--- src/rtl/mem_bus_arbiter.sv ---
// Round-robin arbiter for the shared 8-bit data / 16-bit address memory bus.
// Masters hold a level req for a whole burst. After a grant drops, the bus
// spends one TURN cycle and one IDLE cycle before the next grant.
// All bus outputs are registered copies of the current owner's signals.
// Optional feature (macro MEM_BUS_ARB_TIMEOUT_EN): an owner is preempted after
// HOLD_LIMIT owned cycles when another master is waiting.
module mem_bus_arbiter #(
    parameter int unsigned NUM_MASTERS = 4,
    parameter int unsigned ADDR_W      = 16,
    parameter int unsigned DATA_W      = 8,
    parameter int unsigned HOLD_LIMIT  = 64
) (
    input  logic                          clk,
    input  logic                          reset,
    input  logic [NUM_MASTERS-1:0]        req,
    output logic [NUM_MASTERS-1:0]        gnt,
    input  logic [NUM_MASTERS*ADDR_W-1:0] m_addr,
    input  logic [NUM_MASTERS*DATA_W-1:0] m_wdata,
    input  logic [NUM_MASTERS-1:0]        m_r,
    input  logic [NUM_MASTERS-1:0]        m_w,
    output logic [DATA_W-1:0]             m_rdata,
    output logic [ADDR_W-1:0]             bus_addr,
    output logic [DATA_W-1:0]             bus_wdata,
    input  logic [DATA_W-1:0]             bus_rdata,
    output logic                          bus_r,
    output logic                          bus_w,
    output logic                          bus_oe,
    output logic                          err
);

    localparam int unsigned PTR_W = $clog2(NUM_MASTERS);
    localparam int unsigned SUM_W = PTR_W + 1;
    localparam logic [NUM_MASTERS-1:0] GntOne = {{(NUM_MASTERS-1){1'b0}}, 1'b1};

    if (NUM_MASTERS < 2 || NUM_MASTERS > 8 || HOLD_LIMIT < 1) begin : g_bad_cfg
        $error("mem_bus_arbiter: unsupported parameter values");
    end

    typedef enum logic [1:0] {StIdle, StOwn, StTurn} state_e;

    state_e                 state_q;
    logic [PTR_W-1:0]       owner_q;
    logic [PTR_W-1:0]       rr_ptr_q;
    logic [PTR_W-1:0]       owner_next;
    logic [PTR_W-1:0]       pick;
    logic                   pick_valid;
    logic [NUM_MASTERS-1:0] req_eff;
    logic [ADDR_W-1:0]      own_addr;
    logic [DATA_W-1:0]      own_wdata;
    logic                   own_r;
    logic                   own_w;
    logic                   own_req;
    logic                   preempt;
    logic                   release_bus;

`ifdef MEM_BUS_ARB_TIMEOUT_EN
    localparam int unsigned CNT_W = $clog2(HOLD_LIMIT + 1);
    logic [CNT_W-1:0]       hold_cnt_q;
    logic [NUM_MASTERS-1:0] blocked_q;  // preempted masters, cleared once their req is seen low

    // Preempt once the owner has used its budget and someone else is eligible
    always_comb begin
        req_eff = req & ~blocked_q;
        preempt = (int'(hold_cnt_q) + 1 >= int'(HOLD_LIMIT)) && (|(req_eff & ~gnt));
    end
`else
    assign req_eff = req;
    assign preempt = 1'b0;
`endif

    // Read data is a plain pass-through; only the granted master samples it
    assign m_rdata = bus_rdata;

    assign owner_next  = (owner_q == PTR_W'(NUM_MASTERS - 1)) ? '0 : owner_q + 1'b1;
    assign release_bus = !own_req || preempt;

    // Select the current owner's request and bus signals
    always_comb begin
        own_addr  = '0;
        own_wdata = '0;
        own_r     = 1'b0;
        own_w     = 1'b0;
        own_req   = 1'b0;
        for (int k = 0; k < NUM_MASTERS; k++) begin
            if (owner_q == PTR_W'(k)) begin
                own_addr  = m_addr[k*ADDR_W +: ADDR_W];
                own_wdata = m_wdata[k*DATA_W +: DATA_W];
                own_r     = m_r[k];
                own_w     = m_w[k];
                own_req   = req[k];
            end
        end
    end

    // First eligible requester at or after rr_ptr, wrapping
    always_comb begin
        logic [SUM_W-1:0] sum;
        logic [PTR_W-1:0] idx;
        pick_valid = 1'b0;
        pick       = '0;
        sum        = '0;
        idx        = '0;
        for (int unsigned i = 0; i < NUM_MASTERS; i++) begin
            sum = {1'b0, rr_ptr_q} + SUM_W'(i);
            if (sum >= SUM_W'(NUM_MASTERS)) begin
                sum = sum - SUM_W'(NUM_MASTERS);
            end
            idx = sum[PTR_W-1:0];
            if (!pick_valid && req_eff[idx]) begin
                pick_valid = 1'b1;
                pick       = idx;
            end
        end
    end

    // Arbitration FSM with registered grant and bus outputs
    always_ff @(posedge clk or posedge reset) begin
        if (reset) begin
            state_q    <= StIdle;
            owner_q    <= '0;
            rr_ptr_q   <= '0;
            gnt        <= '0;
            bus_addr   <= '0;
            bus_wdata  <= '0;
            bus_r      <= 1'b0;
            bus_w      <= 1'b0;
            bus_oe     <= 1'b0;
            err        <= 1'b0;
`ifdef MEM_BUS_ARB_TIMEOUT_EN
            hold_cnt_q <= '0;
            blocked_q  <= '0;
`endif
        end else begin
`ifdef MEM_BUS_ARB_TIMEOUT_EN
            blocked_q <= blocked_q & req;
`endif
            unique case (state_q)
                StIdle: begin
                    bus_r  <= 1'b0;
                    bus_w  <= 1'b0;
                    bus_oe <= 1'b0;
                    if (pick_valid) begin
                        gnt     <= GntOne << pick;
                        owner_q <= pick;
                        state_q <= StOwn;
`ifdef MEM_BUS_ARB_TIMEOUT_EN
                        hold_cnt_q <= '0;
`endif
                    end
                end
                StOwn: begin
                    if (own_r && own_w) begin
                        err <= 1'b1;
                    end
                    if (release_bus) begin
                        gnt      <= '0;
                        rr_ptr_q <= owner_next;
                        bus_r    <= 1'b0;
                        bus_w    <= 1'b0;
                        bus_oe   <= 1'b0;
                        state_q  <= StTurn;
`ifdef MEM_BUS_ARB_TIMEOUT_EN
                        if (preempt) begin
                            blocked_q <= (blocked_q & req) | gnt;
                        end
`endif
                    end else begin
                        bus_addr  <= own_addr;
                        bus_wdata <= own_wdata;
                        // Conflicting strobes are suppressed on the bus
                        bus_r     <= own_r & ~own_w;
                        bus_w     <= own_w & ~own_r;
                        bus_oe    <= own_w;
`ifdef MEM_BUS_ARB_TIMEOUT_EN
                        if (int'(hold_cnt_q) + 1 < int'(HOLD_LIMIT)) begin
                            hold_cnt_q <= hold_cnt_q + 1'b1;
                        end
`endif
                    end
                end
                StTurn: begin
                    bus_r   <= 1'b0;
                    bus_w   <= 1'b0;
                    bus_oe  <= 1'b0;
                    state_q <= StIdle;
                end
                default: state_q <= StIdle;
            endcase
        end
    end

endmodule

--- config.mk ---
export PLATFORM = sky130hd
export DESIGN_NAME = mem_bus_arbiter
export DESIGN_NICKNAME = d
export VERILOG_FILES = /design/src/rtl/mem_bus_arbiter.sv
export SDC_FILE = /design/constraint.sdc
export NUM_CORES = 1
export LEC_CHECK = 0
export ABC_AREA = 1
export CORE_MARGIN = 2
export CORE_UTILIZATION = 42
export CTS_CLUSTER_DIAMETER = 60
export CTS_CLUSTER_SIZE = 8
export DETAILED_ROUTE_END_ITERATION = 8
export PLACE_DENSITY = 0.87
export SLEW_MARGIN = 5
export SYNTH_ARGS = -nofsm -noshare
export SYNTH_HDL_FRONTEND = slang
export SYNTH_SLANG_ARGS = --single-unit
--- constraint.sdc ---
create_clock -name clk -period 3.1 [get_ports clk]
set_input_delay 0.31 -clock clk [delete_from_list [all_inputs] [get_ports clk]]
set_output_delay 0.31 -clock clk [all_outputs]
set_load 0.1 [all_outputs]
==> summary.txt, run 1 <==
Area growth syn-to-layout = 50.6%
Synth Register Bits = 38
Syn Area/Cell = 6.60 sq um
share of cells above drive strength 1 = 8.86%
WL final = 8380 um
P per Cell Area = 1140 nW/um^2
gr usage total = 23.1%
Placed Area = 4090 sq um
ANT nets after route = 0
vias in the first global route = 2953
fin crit share = 77.4%
setup bufs post-CTS = 0
post-synthesis sequential area ratio = 34.4%
H-tree depth = 2
Max Fanout on Critical Path = 27
DR pass1 iterations = 4
Setup CP Type = reg2reg
slowest cell on the critical path = a21oi_4
VDD IR-drop max = 860 uV
clock buffer count from CTS = 5
Die H = 85.1 um
Slew headroom = 32.8%
Residual DRC = 0
Worst-path clk slew = 70 ps
effective utilization at floorplan = 43.5%
worst setup margin = 702 ps
Post-DP HPWL = 6760 um
port bufs = 141
root buffer cell = clkbuf_8
Die W = 85.1 um
post-cts resize count = 0
first-pass GRT wire length = 13500 um
Clock Sinks = 38
CTS tree = done
Skew-Pair Late Insertion Delay = 280 ps
maximum clock frequency = 417 MHz
Warnings, synthesis = 0
setup violators final = 0
row count = 29
Multi-input gate area = 1520 sq um
Reg2Reg Depth = 8
num ports = 158
FF/Latch Area = 951 sq um
Placer Congestion = 0.902
Max Transition Viols Final = 0
Diodes inserted = 0
largest net degree at the start of global routing = 39
mapped cell area = 2770 sq um
Post-Place Setup Slack = 725 ps
RSZ-0062 raised after global routing = false
crit path DAT = 2570 ps
CP Capture Type = register
Power, Total = 0.00475 W
synth unique cells = 28
Max-cap violations = 0
status = completed
most area-consuming cells after synthesis = dfrtp_1 34%, nand2_1 26%, o21ai_0 8.7%, a21oi_1 4.9%, nand3_1 3.3%
non-filler cells, final = 619
initial antenna violation count = 0
largest area contributor in the netlist = dfrtp_1
vias per cell = 5.02
CORE AREA = 6350 sq um
post-synth net total = 541
Least-Margin Pin Slew = 1010 ps
CTS Buffer Depth = 2
CP bufs+invs = 2
final setup TNS = 0 ps
placed insts = 612
GR Overflow Total = 0
Worst setup SP type = register
final hold viol count = 0
Tightest Hold Check Type = in2async
cell count along the critical path = 8
Vias = 3110
share of the synthesized area in the top cell type = 34.4%
Largest stage delay, worst path = 600 ps
Post-Layout Inst Area = 4170 sq um
initial drt markers = 189
Top Family by Delay on Critical Path = compound AO/OA/AOI/OAI gates
# fillers = 538
fin nets = 664
CP dominant cell by count = nand2_1
Final Skew = 3.41 ps
WL/cell = 13.5 um
crit path time final = 2400 ps
Critical Path RT = 3270 ps
die area = 7250 sq um
leak pwr = 1.99 nW
synthesized instance count = 419
hold-fix buffers at CTS = 0
CP cell instances = inv_1, ha_1, a21oi_1, o21ai_2, a21oi_4, inv_4, nand2_1, nand2_1
flip-flops by register name, summed over array words and instances, names as in the netlist, 2 cells and up:
register   flops
gnt            4
state_q        2
rr_ptr_q       2
bus_addr      16
bus_wdata      8
owner_q        2
Yosys cell counts:
cell	number
buf_4	9
nand2_4	2
o21ai_2	1
nand3b_4	1
a31oi_1	1
nand3_2	2
nand3_1	18
o21ai_1	8
clkbuf_1	9
nand2_2	10
dfrtp_1	38
nand4_1	2
nor2_1	3
inv_1	18
a21oi_4	1
a31o_2	2
a21oi_1	27
nor2_2	1
buf_6	6
nor2_8	1
and2_1	1
o22ai_2	1
buf_2	6
inv_4	1
ha_1	4
inv_2	6
o21ai_0	48
nand2_1	192
per-layer routing:
layer  track usage [%]  up-vias  part of all wire, %
met3              3.70       19                  5.6
met5                 0        -                    0
met2              42.0      122                   53
met1              27.2     1392                   39
li1                  -     1577                    -
met4              8.66        0                  2.2
worst register-to-register path, cell delays in order (launching register included):
cell     delay (ps)
dfrtp_1         390
inv_1            90
ha_1            400
a21oi_1         260
o21ai_2         100
a21oi_4         600
inv_4           260
nand2_1         120
nand2_1          70
through the flow:
stage	hold WS, ps	utilization, %
after CTS	448	65.6
after global routing	483	65.6
after global placement	454	64.4
final	424	65.6
after floorplan	502	-
after detailed placement	458	64.4
final timing paths:
kind,to,slack [ps],start
worst max-delay path,bus_addr[3]$_DFFE_PP0P_,700,owner_q[0]$_DFFE_PP0P_
worst min-delay path,bus_wdata[5]$_DFFE_PP0P_,420,reset
worst max register to register,bus_addr[3]$_DFFE_PP0P_,700,owner_q[0]$_DFFE_PP0P_
worst min register to register,bus_wdata[3]$_DFFE_PP0P_,470,bus_wdata[3]$_DFFE_PP0P_
max in group asynchronous,rr_ptr_q[1]$_DFFE_PP0P_,2340,reset
min in group clk,bus_wdata[3]$_DFFE_PP0P_,470,bus_wdata[3]$_DFFE_PP0P_
final cells by class:
class / instances / area share (%)
timing repair buffer: 146 / 34.2
multi-input combinational: 326 / 36.5
clock buffer: 7 / 1.83
sequential: 38 / 22.8
tap: 77 / 2.31
inverter: 25 / 2.31
report_power, final:
part / switching [W] / internal [W] / total, W
clock network: 0.000157 / 0.000155 / 0.000312
registers: 0.000142 / 0.000705 / 0.000847
logic: 0.00259 / 0.000995 / 0.00359
total: 0.00289 / 0.00185 / 0.00475
layout by cell type (no fill, tap or decap), drive strengths merged:
master	Yosys	final
ha	4	4
clkbuf	9	7
o21ai	57	57
nor2	5	5
a31o	2	2
o22ai	1	1
nand3b	1	1
inv	25	25
nand4	2	2
a21oi	28	28
a31oi	1	1
nand3	20	20
and2	1	1
nand2	204	204
dfrtp	38	38
buf	21	14
clkdlybuf4s50	0	132
cell families (layout without fill, tap and decap cells):
group | count (synthesis) | in the layout | synth area share [%]
fa+ha+maj | 4 | 4 | 1.81
compound gates | 89 | 89 | 17.2
buf+inv | 55 | 178 | 10.7
simple gates | 233 | 233 | 35.9
flops | 38 | 38 | 34.4
Power figures use the tool's default switching activity.
==> inputs of run 2 (changes only) <==
--- a/config.mk
+++ b/config.mk
@@ -7,11 +7,11 @@
 export LEC_CHECK = 0
 export ABC_AREA = 1
 export CORE_MARGIN = 2
-export CORE_UTILIZATION = 42
+export CORE_UTILIZATION = 39
 export CTS_CLUSTER_DIAMETER = 60
 export CTS_CLUSTER_SIZE = 8
 export DETAILED_ROUTE_END_ITERATION = 8
-export PLACE_DENSITY = 0.87
+export PLACE_DENSITY = 0.82
 export SLEW_MARGIN = 5
 export SYNTH_ARGS = -nofsm -noshare
 export SYNTH_HDL_FRONTEND = slang
==> constraint.sdc (replaced) <==
create_clock -name clk -period 2.44 [get_ports clk]
set_input_delay 0.244 -clock clk [delete_from_list [all_inputs] [get_ports clk]]
set_output_delay 0.244 -clock clk [all_outputs]
set_load 0.1 [all_outputs]
==> summary.txt, run 2 (same netlist as run 1, synthesis figures left out) <==
WL final = 8630 um
setup bufs post-CTS = 0
P per Cell Area = 1460 nW/um^2
Tightest Hold Check Type = in2async
initial antenna violation count = 0
Placer Congestion = 0.867
met3 wire length = 600 um
row count = 30
clock buffer count from CTS = 5
status = completed
Detail Route met2 WL = 4290 um
leading cell type in the layout, fill and taps excluded = nand2_1
Setup CP Type = reg2reg
CORE AREA = 6830 sq um
Area growth syn-to-layout = 51.0%
initial drt markers = 184
Clock Sinks = 38
biggest regs = bus_addr: 16 flops, bus_wdata: 8 flops, gnt: 4 flops
max reg flops = 16
# fillers = 639
Max-cap violations = 0
CP bufs+invs = 2
gr usage total = 21.6%
leak pwr = 2.05 nW
vias per cell = 4.92
die area = 7780 sq um
final hold viol count = 0
Power, Total = 0.00609 W
commonest non-fill, non-tap cells in the layout = 192 x nand2_1, 109 x clkdlybuf4s50_1, 48 x o21ai_0
num ports = 158
GR Overflow Total = 0
final setup TNS = 0 ps
Skew-Pair Late Insertion Delay = 290 ps
Top Family by Delay on Critical Path = buffers and inverters
first-pass GRT wire length = 13100 um
DR pass1 iterations = 4
Max Transition Viols Final = 0
sw power = 0.00368 W
Residual DRC = 0
combinational power share = 73.9%
Worst setup SP type = register
fin crit share = 84.5%
Final Util = 61.1%
CTS Buffer Depth = 2
Vias = 3148
Die W = 88.2 um
Multi-input gate area = 1520 sq um
RSZ-0062 raised after global routing = false
crit path DAT = 2290 ps
highest routing layer actually used = met4
Die H = 88.2 um
Critical Path RT = 2670 ps
Flop pwr share = 17.7%
post-cts resize count = 0
port bufs = 141
root buffer cell = clkbuf_8
CTS tree = done
ANT nets after route = 0
Largest Register = bus_addr
fin nets = 665
setup violators final = 0
Least-Margin Pin Slew = 731 ps
share of cells above drive strength 1 = 14.0%
FF/Latch Area = 951 sq um
Diodes inserted = 0
CP cell instances = inv_1, ha_1, inv_1, o21ai_0, a31o_2, nand2_1, nand3_1, nand2_1
clock power share = 8.3%
Post-DP HPWL = 6740 um
WL/cell = 13.5 um
largest net degree at the start of global routing = 39
WL met1 = 3550 um
Max Fanout on Critical Path = 27
crit path time final = 2060 ps
effective utilization at floorplan = 40.5%
VDD IR-drop max = 680 uV
Internal Power = 0.00241 W
CP Capture Type = register
hold slack = 372 ps
Worst-path clk slew = 80 ps
H-tree depth = 2
Largest stage delay, worst path = 560 ps
maximum clock frequency = 485 MHz
slowest cell on the critical path = inv_1
vias in the first global route = 2804
hold-fix buffers at CTS = 0
Sw Ratio = 60.5%
Slew headroom = 51.2%
Final Skew = 5.64 ps
[run 2: cell count changes in the layout (fill, tap and decap cells not counted)]
cell and change:
clkbuf_8 +3, ha_2 +1, clkbuf_1 -2, ha_1 -1, clkdlybuf4s50_1 -23, buf_4 +24
[run 2: layout make-up]
class | instances | area share [%]
multi-input combinational | 326 | 36.4
timing repair buffer | 147 | 33.0
sequential | 38 | 22.8
tap | 96 | 2.88
clock buffer | 8 | 2.64
inverter | 25 | 2.31
[run 2: layer usage]
metal	vias up	global-route usage, %
met5	-	0
met4	0	6.75
met3	21	5.75
met2	119	36.5
met1	1428	26.8
li1	1580	-
[run 2: worst paths after layout]
kind	start	endpoint	slack (ps)	cells after the start
worst max-delay path	owner_q[0]$_DFFE_PP0P_	bus_r$_DFFE_PP0P_	380	8
worst min-delay path	reset	bus_wdata[4]$_DFFE_PP0P_	370	3
worst max register to register	owner_q[0]$_DFFE_PP0P_	bus_r$_DFFE_PP0P_	380	8
worst min register to register	bus_addr[1]$_DFFE_PP0P_	bus_addr[1]$_DFFE_PP0P_	470	2
max in group asynchronous	reset	state_q[0]$_DFFE_PP0P_	1740	3
min in group clk	bus_addr[1]$_DFFE_PP0P_	bus_addr[1]$_DFFE_PP0P_	470	2
[run 2: power by group through the flow]
stage / Sequential, W / Clock (W) / Combinational (W)
after floorplan: 0.00250 / 0 / 0.00221
after global placement: 0.00109 / 0 / 0.00443
after detailed placement: 0.00109 / 0 / 0.00451
after CTS: 0.00108 / 0.000512 / 0.00452
after global routing: 0.00112 / 0.000548 / 0.00491
final: 0.00108 / 0.000508 / 0.00450
[run 2: metrics by stage]
stage | area [sq um] | worst slack (ps) | instances
floorplan | 2770 | 700 | 419
detailed placement | 4070 | 406 | 632
finish | 4180 | 377 | 640
global placement | 4070 | 528 | 632
CTS | 4180 | 369 | 640
global route | 4180 | 214 | 640
[run 2: worst register-to-register path, stage by stage, from the launching register on]
cell and delay (ps):
dfrtp_1 400, inv_1 100, ha_1 260, inv_1 560, o21ai_0 180, a31o_2 250
nand2_1 90, nand3_1 90, nand2_1 80
